$ cat src/rtl/uart_tx_framer.sv
// rtl/uart_tx_framer.sv - UART transmit framer: start, LSB-first data, parity, stop bits on a baud strobe
module uart_tx_framer #(
    parameter int DATA_WIDTH = 8,
    parameter int STOP_BITS  = 1
) (
    input  logic                  clock,
    input  logic                  reset_n,
    input  logic                  baud_tick,
    input  logic                  send,
    input  logic [DATA_WIDTH-1:0] data_in,
    input  logic [1:0]            parity_type,
    output logic                  tx_out,
    output logic                  busy_flag,
    output logic                  done_flag
);

    localparam int CW = (DATA_WIDTH > 1) ? $clog2(DATA_WIDTH) : 1;
    localparam logic [CW-1:0] LAST_BIT = CW'(DATA_WIDTH - 1);
    localparam logic          LAST_STOP = 1'(STOP_BITS - 1);

    if (STOP_BITS != 1 && STOP_BITS != 2) begin : g_bad_stop_bits
        $error("uart_tx_framer: STOP_BITS must be 1 or 2");
    end

    typedef enum logic [2:0] {IDLE, ARMED, START, DATA, PARITY, STOP} state_t;

    state_t                  state;
    logic [DATA_WIDTH-1:0]   shift_reg;
    logic [CW-1:0]           bit_cnt;
    logic                    stop_cnt;
    logic                    parity_bit;

    // Parity is resolved at acceptance so later changes on the inputs cannot leak into the frame.
    function automatic logic calc_parity(input logic [DATA_WIDTH-1:0] d, input logic [1:0] pt);
        case (pt)
            2'b01:   calc_parity = ~(^d);
            2'b10:   calc_parity = ^d;
            default: calc_parity = 1'b1;
        endcase
    endfunction

    always_ff @(posedge clock or negedge reset_n) begin
        if (!reset_n) begin
            state      <= IDLE;
            tx_out     <= 1'b1;
            busy_flag  <= 1'b0;
            done_flag  <= 1'b0;
            shift_reg  <= '1;
            bit_cnt    <= '0;
            stop_cnt   <= 1'b0;
            parity_bit <= 1'b1;
        end else begin
            done_flag <= 1'b0;
            case (state)
                IDLE: begin
                    tx_out <= 1'b1;
                    if (send) begin
                        shift_reg  <= data_in;
                        parity_bit <= calc_parity(data_in, parity_type);
                        busy_flag  <= 1'b1;
                        state      <= ARMED;
                    end
                end
                ARMED: begin
                    if (baud_tick) begin
                        tx_out <= 1'b0;
                        state  <= START;
                    end
                end
                START: begin
                    if (baud_tick) begin
                        tx_out    <= shift_reg[0];
                        shift_reg <= {1'b1, shift_reg[DATA_WIDTH-1:1]};
                        bit_cnt   <= '0;
                        state     <= DATA;
                    end
                end
                DATA: begin
                    if (baud_tick) begin
                        if (bit_cnt == LAST_BIT) begin
                            tx_out <= parity_bit;
                            state  <= PARITY;
                        end else begin
                            bit_cnt   <= bit_cnt + CW'(1);
                            tx_out    <= shift_reg[0];
                            shift_reg <= {1'b1, shift_reg[DATA_WIDTH-1:1]};
                        end
                    end
                end
                PARITY: begin
                    if (baud_tick) begin
                        tx_out   <= 1'b1;
                        stop_cnt <= 1'b0;
                        state    <= STOP;
                    end
                end
                STOP: begin
                    if (baud_tick) begin
                        if (stop_cnt == LAST_STOP) begin
                            done_flag <= 1'b1;
                            busy_flag <= 1'b0;
                            state     <= IDLE;
                        end else begin
                            stop_cnt <= 1'b1;
                        end
                    end
                end
                default: begin
                    tx_out    <= 1'b1;
                    busy_flag <= 1'b0;
                    state     <= IDLE;
                end
            endcase
        end
    end

endmodule
$ cat config.mk
export PLATFORM = sky130hd
export DESIGN_NAME = uart_tx_framer
export DESIGN_NICKNAME = d
export VERILOG_FILES = /design/src/rtl/uart_tx_framer.sv
export SDC_FILE = /design/constraint.sdc
export NUM_CORES = 1
export LEC_CHECK = 0
export BUFFER_PORTS_ARGS = -buffer_cell sky130_fd_sc_hd__buf_4
export CELL_PAD_IN_SITES_DETAIL_PLACEMENT = 2
export CELL_PAD_IN_SITES_GLOBAL_PLACEMENT = 2
export CORE_MARGIN = 2
export CORE_UTILIZATION = 30
export DETAILED_ROUTE_END_ITERATION = 10
export PLACE_DENSITY_LB_ADDON = 0.2
export SLEW_MARGIN = 20
export SYNTH_ARGS = -nofsm -noshare
export SYNTH_HDL_FRONTEND = slang
export SYNTH_SLANG_ARGS = --single-unit
export TNS_END_PERCENT = 30
$ cat constraint.sdc
create_clock -name clock -period 3.6 [get_ports clock]
set_input_delay 0.36 -clock clock [delete_from_list [all_inputs] [get_ports clock]]
set_output_delay 0.36 -clock clock [all_outputs]
set_load 0.02 [all_outputs]
### Word level (Yosys, flattened, before mapping)

Index checks and enable logic that the tools add are counted.

| cells by class | value |
|---|---|
| $add $sub $neg | 1 |
| multiply operators | 0 |
| div/mod/pow operators | 0 |
| magnitude comparators | 0 |
| eq/ne operators | 17 |
| shift operators | 0 |
| multiplexer cells | 35 |
| bitwise operators | 3 |
| reduce and logical (&&, ||, !) cells | 13 |

Operator list:

| cell | count |
|---|---|
| 3-bit two-way mux | 11 |
| 8-bit two-way mux | 4 |
| 8-bit one-hot mux with 3 select lines | 1 |
| 2-bit inequality test (second input constant) | 9 |
| 3-bit one-hot mux with 6 select lines | 1 |
| 1-bit two-way mux | 13 |
| 5-bit AND reduction | 2 |
| 3-bit == test (second input constant) | 3 |
| 4-bit AND reduction | 2 |
| 8-bit AND reduction | 1 |
| 8-bit XOR reduction | 1 |
| 3-bit by 2-bit == test with 1-bit output (second input constant) | 2 |
| 3-bit one-hot mux with 2 select lines | 1 |
| 1-bit one-hot mux with 5 select lines | 1 |
| 1-bit one-hot mux with 2 select lines | 2 |
| 2-bit nonzero test | 2 |
| 4-bit OR reduction | 1 |
| 3-bit by 1-bit adder with 3-bit output (second input constant) | 1 |
| 3-bit by 1-bit == test with 1-bit output (second input constant) | 1 |
| 3-bit zero test | 1 |
| 1-bit NOT | 3 |
| 1-bit one-hot mux with 3 select lines | 1 |
| 3-bit AND reduction | 1 |
| 3-bit nonzero test | 1 |
| other kinds (3) | 3 |

| storage, ports and cells | value |
|---|---|
| register bits after elaboration | 19 |
| latch bits | 0 |
| RAM bits | 0 |
| ROM bits | 0 |
| input bits | 14 |
| word-level logic and storage cells | 77 |
| memories | 0 |

### Logic depth before layout (Yosys ltp)

Gate-level depths: netlist (run 1).

| logic depth | value |
|---|---|
| depth in word-level cells | 4 |
| mapped depth | 9 |

### Worst setup path before layout (run 1)

Ideal clock, no wire load.

| path | value |
|---|---|
| kind | reg-to-reg |
| from | reg bit_cnt[0] |
| to | reg shift_reg[6] |
| arrival time | 1.613 ns |
| path slack | 1.915 ns |
| stages on the path, launching flop included | 9 |
| cells stage by stage | dfrtp_1 > ha_1 > ha_1 > buf_2 > nand2b_1 > o22ai_1 > nand2b_2 > buf_2 > o21ai_1 |

| between the ends | value |
|---|---|
| word-level cells in the longest chain between the ends | 3 |

Ends and longest elaborated chain:

| item | line | source |
|---|---|---|
| start: declaration | 29 | `logic [CW-1:0] bit_cnt;` |
| start signal: assignment | 84 | `bit_cnt <= bit_cnt + CW'(1);` |
| 3-bit == test | 80 | `if (bit_cnt == LAST_BIT) begin` |
| 2-bit inequality test (no source line) | - |  |
| 5-bit AND reduction (no source line) | - |  |
| end signal: assignment | 58 | `shift_reg <= data_in;` |
| end signal: assignment | 73 | `shift_reg <= {1'b1, shift_reg[DATA_WIDTH-1:1]};` |
| end signal: assignment | 86 | `shift_reg <= {1'b1, shift_reg[DATA_WIDTH-1:1]};` |
| end: declaration | 28 | `logic [DATA_WIDTH-1:0] shift_reg;` |

Every way passes these cells.
A chain may end at the register's enable or synchronous reset.

### Worst setup path in the final report (run 1)

| path | value |
|---|---|
| from | reg bit_cnt[0] |
| to | reg shift_reg[2] |

The elaborated chain is that of the path after synthesis.

==> impl_metrics.json, run 1 <==
{
  "slew_headroom": 0.628,
  "htree_num_levels": 1,
  "setup_viol": 0,
  "antenna_found_initial": 0,
  "cts_root_buf": "clkbuf_4",
  "syn2layout_area_growth_pct": 17.5,
  "tightest_slew_ns": 0.558,
  "post_cts_resized": 0,
  "synth_area_per_cell_um2": 9.43,
  "p_leak_uw": 0.000577,
  "async_flop_share": 1.00,
  "fillers": 410,
  "placeableCoreArea_um2": 3360,
  "timing.fmax_mhz": 542,
  "synth_flop_cell": "dfstp_2",
  "status": "finished, final reports clean",
  "dr.pass1.iters": 4,
  "fin_area_um2": 1240,
  "grt_usage": 0.140,
  "p_per_area_nw_per_um2": 689,
  "holdPathStages": 3,
  "ys_top_cells_by_area": "dfstp_2, dfrtp_1, mux2i_1, nand2_1, xnor2_1",
  "synth_area_um2": 1060,
  "hold_violations": 0,
  "cp-end-kind": "register",
  "syn-num-nets": 130,
  "post-cts-setup-buffers": 0,
  "via_per_inst": 4.91,
  "period_share": 0.512,
  "die_w_um": 63.3,
  "final.setup.tns_ns": 0,
  "drive_above_1_share": 0.254,
  "crit_fanout": 16,
  "largest_register_ffs": 8,
  "ys_ff_latch": 18,
  "yosys.area.top_type": "dfstp_2",
  "grt_pass1_vias": 921,
  "hold_class": "input pin to register",
  "slew_violations": 0,
  "seq_area_frac_synth": 0.438,
  "hold_start": "baud_tick",
  "max-cap-violations": 0,
  "synth_commonest_cells": "nand2_1, dfstp_2, o21ai_1, mux2i_1, dfrtp_1",
  "dieArea_um2": 4010,
  "die_h_um": 63.3,
  "rsz0062_at_grt": "no",
  "clk_pin_slew_worst_paths_ns": 0.11,
  "reg2reg_depth": 6,
  "wire_per_inst_um": 14.7,
  "numClockSinks": 18,
  "ys_warn_count": 0,
  "clock_latency_ns": 0.29,
  "synth_top_area_frac": 0.249,
  "via_count": 845,
  "gp_congestion": 0.740,
  "seq_area_um2": 463,
  "nNetsFinal": 145,
  "grt_pass1_wl_mm": 4.40,
  "r2r_setup_slack_ns": 1.76,
  "grt_max_degree": 19,
  "routed_wl_mm": 2.53,
  "ant_nets": 0,
  "dp_hpwl_mm": 1.90,
  "syn-instance-count": 112,
  "start_util": 0.314,
  "path_class": "register to register",
  "drt_iter0_drc": 13,
  "worst_ir_drop_vdd_uv": 199,
  "cts_max_path_buffers": 2,
  "arrival_ns": 2.07,
  "drc_errors": 0,
  "regToRegEndpoint": "shift_reg[2]$_DFFE_PN1P_",
  "hold_end": "done_flag$_DFF_PN0_",
  "fin_crit_ns": 1.84,
  "num_rows": 21,
  "worstPathRequired_ns": 3.83,
  "multi_input_area_um2": 536,
  "gr-total-overflow": 0,
  "fin_skew_ns": 0.00163,
  "ios": 17,
  "synth_edf_count": 0,
  "yosysMostFrequentCell": "nand2_1",
  "antenna_cells": 0,
  "crit_path_start_kind": "register",
  "port_buffers": 16,
  "place_area_um2": 1190,
  "cts_tree": "built",
  "yosysUniqueCellTypes": 32,
  "numCtsBuffers": 3,
  "r2r-start": "bit_cnt[0]$_DFFE_PN0P_"
}
==> logic make-up (layout without fill, tap and decap cells) <==
group,count (synthesis),after routing,synth area share
AOI/OAI and AO/OA,29,29,0.171
xor gates and xnor gates,7,7,0.0581
adders and majority gates,4,4,0.0474
buffers and inverters,12,26,0.0545
DFF,18,18,0.438
muxes,9,9,0.0853
and+or+nand+nor,33,33,0.146
==> area by class of cell <==
cell class,count,share of cell area
clock buffer,4,0.0292
inverter,5,0.0151
multi-input combinational,82,0.431
sequential,18,0.373
tap,46,0.0464
timing repair buffer,17,0.105
==> power breakdown <==
group | switching [uW] | internal, uW
combinational | 176 | 159
sequential | 74.7 | 317
clock | 66.7 | 61.6
total | 318 | 537
==> cell usage in the layout, fill, tap and decap left out <==
cell type and instances:
a221oi_1 1, a22o_1 3, mux2i_1 9, dfstp_2 10, a2111o_1 1, nand2b_2 1, nand2_1 14, and2b_1 1
and2_1 1, or3_1 1, o22ai_1 3, xnor2_1 6, nand2b_1 2, nor2_1 6, dlygate4sd3_1 1, clkbuf_4 3
ha_1 4, inv_1 5, clkbuf_8 1, o21bai_1 1, nand3_1 4, dfrtp_1 8, nor2_2 1, a21o_1 1
a22oi_1 1, xor2_1 1, a211oi_1 1, nor2b_1 1, o21ai_0 3, buf_4 16, a21oi_1 4, nor3_1 1
o21ai_1 10
==> stage by stage <==
stage / utilization / setup WS, ns / hold slack (ns) / std cells / power [uW]
floorplan: - / 1.92 / 0.0644 / 112 / 646
global placement: 0.355 / 1.84 / 0.252 / 167 / 714
detailed placement: 0.355 / 1.74 / 0.250 / 167 / 739
CTS: 0.369 / 1.70 / 0.321 / 172 / 877
global route: 0.369 / 1.60 / 0.341 / 172 / 933
finish: 0.369 / 1.76 / 0.336 / 172 / 855
==> repair_timing <==
action / in CTS / in global routing
setup endpoints to repair: 0 / 0
endpoints found under the hold margin: 8 / 0
hold buffers: 1 / 0
==> worst max-delay path, stage by stage (launching register included) <==
cell      delay, ns
dfrtp_1        0.43
ha_1           0.22
ha_1           0.30
nand2b_1       0.21
o22ai_1        0.19
nand2b_2       0.22
o21ai_1        0.22
==> per-layer routing <==
metal	up-vias	GRT usage	share of wire
li1	418	-	-
met1	418	0.196	0.52
met2	7	0.214	0.45
met3	2	0.0268	0.017
met4	0	0.0489	0.0087
met5	-	0	0
==> worst max path at each step <==
stage / from / endpoint / slack, ns / cells past startpoint
after floorplan: bit_cnt[0]$_DFFE_PN0P_ / shift_reg[6]$_DFFE_PN1P_ / 1.92 / 8
after global placement: state[2]$_DFFE_PN0P_ / bit_cnt[0]$_DFFE_PN0P_ / 1.84 / 5
after detailed placement: bit_cnt[0]$_DFFE_PN0P_ / shift_reg[2]$_DFFE_PN1P_ / 1.74 / 6
after CTS: bit_cnt[0]$_DFFE_PN0P_ / shift_reg[2]$_DFFE_PN1P_ / 1.70 / 6
after global routing: bit_cnt[0]$_DFFE_PN0P_ / shift_reg[2]$_DFFE_PN1P_ / 1.60 / 6
final: bit_cnt[0]$_DFFE_PN0P_ / shift_reg[2]$_DFFE_PN1P_ / 1.76 / 6
Note: power is estimated with default switching activity, not from simulation.
==> run 2, diff against run 1 <==
==> constraint.sdc (replaced) <==
create_clock -name clock -period 1.9 [get_ports clock]
set_input_delay 0.19 -clock clock [delete_from_list [all_inputs] [get_ports clock]]
set_output_delay 0.19 -clock clock [all_outputs]
set_load 0.02 [all_outputs]
==> impl_metrics.json, run 2 (same netlist as run 1, synthesis figures left out) <==
{
  "nNetsFinal": 148,
  "p_leak_uw": 0.000592,
  "ios": 17,
  "worstSetupEndpoint": "shift_reg[7]$_DFFE_PN1P_",
  "clk_pin_slew_worst_paths_ns": 0.11,
  "crit_fanout": 16,
  "path_class": "register to register",
  "layout_common_cells": "buf_4, nand2_1, o21ai_1, dfstp_2, mux2i_1",
  "finalPower_uw": 1670,
  "post-cts-setup-buffers": 0,
  "timing.fmax_mhz": 576,
  "place_area_um2": 1220,
  "p_per_area_nw_per_um2": 1320,
  "wire_per_inst_um": 15.8,
  "die_w_um": 63.3,
  "fillers": 397,
  "reg2reg_depth": 6,
  "numClockSinks": 18,
  "tightest_slew_ns": 0.421,
  "regToRegEndpoint": "shift_reg[7]$_DFFE_PN1P_",
  "syn2layout_area_growth_pct": 19.7,
  "antenna_found_initial": 0,
  "start_util": 0.314,
  "drive_above_1_share": 0.271,
  "setup_viol": 0,
  "post_cts_resized": 0,
  "drt_iter0_drc": 18,
  "r2r_setup_slack_ns": 0.16,
  "via_count": 853,
  "slew_headroom": 0.719,
  "slew_violations": 0,
  "routed_wl_mm": 2.76,
  "gp_congestion": 0.755,
  "grt_max_degree": 19,
  "crit_path_start_kind": "register",
  "final_common_cell": "buf_4",
  "max-cap-violations": 0,
  "fin_area_um2": 1260,
  "slowest_stage": "dfrtp_1",
  "cp-end-kind": "register",
  "hold_class": "input pin to register",
  "via_per_inst": 4.87,
  "gr-total-overflow": 0,
  "grt_pass1_wl_mm": 4.73,
  "dp_hpwl_mm": 2.06,
  "drc_errors": 0,
  "cts_tree": "built",
  "antenna_cells": 0,
  "placeableCoreArea_um2": 3360,
  "rsz0062_at_grt": "no",
  "dieArea_um2": 4010,
  "cts_root_buf": "clkbuf_4",
  "startpoint": "bit_cnt[0]$_DFFE_PN0P_",
  "grt_usage": 0.155,
  "ant_nets": 0,
  "final.setup.tns_ns": 0,
  "period_share": 0.914,
  "hold_ws_ns": 0.148,
  "fin_skew_ns": 0.00143,
  "crit_top_cell": "ha_1",
  "path_cells": "ha_1, ha_1, nand2b_1, o22ai_1, nand2b_2, o21ai_1",
  "num_rows": 21,
  "htree_num_levels": 1,
  "grt_pass1_vias": 963,
  "status": "finished, final reports clean",
  "die_h_um": 63.3,
  "r2r-start": "bit_cnt[0]$_DFFE_PN0P_",
  "largest_register_ffs": 8,
  "port_buffers": 16,
  "worst_ir_drop_vdd_uv": 365,
  "cts_max_path_buffers": 2,
  "numCtsBuffers": 3,
  "dr.pass1.iters": 4,
  "hold_violations": 0,
  "arrival_ns": 1.98,
  "clock_latency_ns": 0.31,
  "worstPathRequired_ns": 2.14,
  "cpPeakStageDelay_ns": 0.43,
  "fin_crit_ns": 1.74
}
-- run 2: routing by layer --
| metal | GRT usage | wire length, um |
|---|---|---|
| met5 | 0 | 0 |
| met4 | 0.0652 | 44 |
| met3 | 0.0286 | 62 |
| met2 | 0.247 | 1350 |
| met1 | 0.204 | 1300 |
-- run 2: repair_timing --
action / 4_1_cts / 5_1_grt
hold buffers: 1 / 0
endpoints found under the hold margin: 18 / 0
setup endpoints to repair: 0 / 0
-- run 2: final cells by class --
cell class	instances	area, um^2	area share
multi-input cells	82	536	0.424
well taps	46	57.6	0.0455
inverters	5	18.8	0.0149
clock buffers	4	36.3	0.0287
repair buffers	20	153	0.121
flip-flops and latches	18	463	0.366
-- run 2: worst min path at each step --
stage | slack (ns) | end | start | cells after the start
floorplan | -0.11 | bit_cnt[0]$_DFFE_PN0P_ | reset_n | 0
global placement | 0.08 | bit_cnt[2]$_DFFE_PN0P_ | reset_n | 1
detailed placement | 0.08 | done_flag$_DFF_PN0_ | reset_n | 1
CTS | 0.14 | done_flag$_DFF_PN0_ | baud_tick | 3
global route | 0.15 | done_flag$_DFF_PN0_ | baud_tick | 3
finish | 0.15 | done_flag$_DFF_PN0_ | baud_tick | 3
-- run 2: report_power, final --
group	internal (uW)	switching (uW)	leakage [uW]
clock network	117	136	0.0000210
logic	321	352	0.000372
registers	600	140	0.000199
total	1040	628	0.000592
-- run 2: worst max-delay path, delay by kind of cell (launching register included) --
kind / cells / cell delay [ns]
adder cells (fa/ha/maj): 2 / 0.45
AO/OA/AOI/OAI: 2 / 0.39
flip-flops: 1 / 0.43
AND/OR/NAND/NOR: 2 / 0.40
-- run 2: stage by stage --
step / cells / utilization / setup slack (ns)
finish: 175 / 0.376 / 0.164
global route: 175 / 0.376 / 0.0337
CTS: 175 / 0.376 / 0.143
detailed placement: 170 / 0.362 / 0.179
global placement: 170 / 0.362 / 0.275
floorplan: 112 / - / 0.215
==> run 3, diff against run 2 <==
==> constraint.sdc (replaced) <==
create_clock -name clock -period 1.4 [get_ports clock]
set_input_delay 0.14 -clock clock [delete_from_list [all_inputs] [get_ports clock]]
set_output_delay 0.14 -clock clock [all_outputs]
set_load 0.02 [all_outputs]
==> impl_metrics.json, run 3 (same netlist as run 1, synthesis figures left out) <==
{
  "drc_errors": 0,
  "die_w_um": 63.3,
  "timing.fmax_mhz": 702,
  "wire_per_inst_um": 15.6,
  "antenna_cells": 0,
  "clk_pin_slew_worst_paths_ns": 0.12,
  "routed_wl_mm": 2.86,
  "htree_num_levels": 1,
  "antenna_found_initial": 0,
  "dieArea_um2": 4010,
  "rsz0062_at_grt": "yes",
  "layout_common_cells": "buf_4, nand2_1, o21ai_1",
  "cts_root_buf": "clkbuf_4",
  "final_common_cell": "buf_4",
  "place_area_um2": 1300,
  "numClockSinks": 18,
  "crit_fanout": 16,
  "hold_class": "input pin to register",
  "placeableCoreArea_um2": 3360,
  "ant_nets": 0,
  "fin_crit_ns": 1.43,
  "finalPower_uw": 2520,
  "via_per_inst": 4.96,
  "setup_viol": 6,
  "ios": 17,
  "dp_hpwl_mm": 2.13,
  "num_rows": 21,
  "fin_skew_ns": 0.00585,
  "final.setup.tns_ns": -0.103,
  "hold_ws_ns": 0.114,
  "drt_iter0_drc": 6,
  "slowest_stage": "dfrtp_1",
  "port_buffers": 16,
  "clock_latency_ns": 0.30,
  "path_class": "register to register",
  "p_leak_uw": 0.000640,
  "numCtsBuffers": 3,
  "syn2layout_area_growth_pct": 31.3,
  "gr-total-overflow": 0,
  "via_count": 908,
  "grt_max_degree": 19,
  "slew_headroom": 0.806,
  "grt_pass1_vias": 1033,
  "slew_violations": 0,
  "tightest_slew_ns": 0.283,
  "cp-end-kind": "register",
  "failed_checks": "negative setup slack",
  "gp_congestion": 0.779,
  "hold_violations": 0,
  "postLayoutSetupSlackWorst_ns": -0.0251,
  "fillers": 389,
  "nNetsFinal": 156,
  "status": "finished, violations left",
  "arrival_ns": 1.66,
  "path_cells": "ha_4, ha_4, nand2b_4, o22ai_4, nand2b_4, o21ai_1",
  "largest_register_ffs": 8,
  "fin_cells": 183,
  "drive_above_1_share": 0.365,
  "start_util": 0.314,
  "cts_max_path_buffers": 2,
  "worstPathRequired_ns": 1.63,
  "dr.pass1.iters": 3,
  "cpPeakStageDelay_ns": 0.43,
  "worst_ir_drop_vdd_uv": 547,
  "p_per_area_nw_per_um2": 1820,
  "grt_pass1_wl_mm": 4.93,
  "critPathTopFamily": "flip-flops",
  "die_h_um": 63.3,
  "place_inst": 176,
  "path_buf_inv": 0,
  "fin_area_um2": 1390,
  "grt_usage": 0.156,
  "max-cap-violations": 0,
  "crit_path_start_kind": "register",
  "period_share": 1.02,
  "cts_tree": "built"
}
==> run 3: path summary, 6_finish.rpt <==
check,start,endpoint,slack (ns),cells after the start
hold reg to reg,shift_reg[7]$_DFFE_PN1P_,shift_reg[7]$_DFFE_PN1P_,0.48,2
setup / recovery,bit_cnt[0]$_DFFE_PN0P_,shift_reg[5]$_DFFE_PN1P_,-0.03,6
min in group asynchronous,reset_n,bit_cnt[2]$_DFFE_PN0P_,0.27,2
max in group asynchronous,reset_n,shift_reg[1]$_DFFE_PN1P_,0.87,2
hold / removal,data_in[7],shift_reg[7]$_DFFE_PN1P_,0.11,3
setup reg to reg,bit_cnt[0]$_DFFE_PN0P_,shift_reg[5]$_DFFE_PN1P_,-0.03,6
==> run 3: tightest hold or removal path: stages <==
cell     delay (ns)
buf_4          0.12
nor2_1         0.09
o21ai_1        0.07
==> run 3: layer usage <==
metal / vias to the layer above / part of all wire / track usage
met4: 0 / 0.018 / 0.0462
met2: 10 / 0.51 / 0.267
met3: 6 / 0.018 / 0.0268
met5: - / 0 / 0
li1: 442 / - / -
met1: 450 / 0.46 / 0.200
==> run 3: cell type report <==
type                    count  area (um^2)  area share
multi-input cells          82          597       0.431
flip-flops and latches     18          464       0.335
repair buffers             28          213       0.153
well taps                  46         57.6      0.0415
clock buffers               4         36.3      0.0262
inverters                   5         18.8      0.0135
==> run 3: repair_timing <==
item | CTS | global route
hold buffers | 1 | 0
gates resized for setup | 2 | 3
hold endpoints to repair | 18 | 0
endpoints found under the setup margin | 10 | 13
buffers inserted | 2 | 0
pin swaps | 2 | 1
==> run 3: per-stage QoR <==
step	utilization	worst slack, ns
finish	0.412	-0.0251
global route	0.412	-0.128
CTS	0.407	-0.0433
detailed placement	0.388	-0.0521
global placement	0.388	0.0182
floorplan	-	-0.0963
==> run 3: where the power goes <==
| part | internal, uW | switching [uW] | leakage [uW] |
|---|---|---|---|
| Combinational | 610 | 582 | 0.000421 |
| Sequential | 817 | 179 | 0.000199 |
| Clock | 158 | 178 | 0.0000210 |
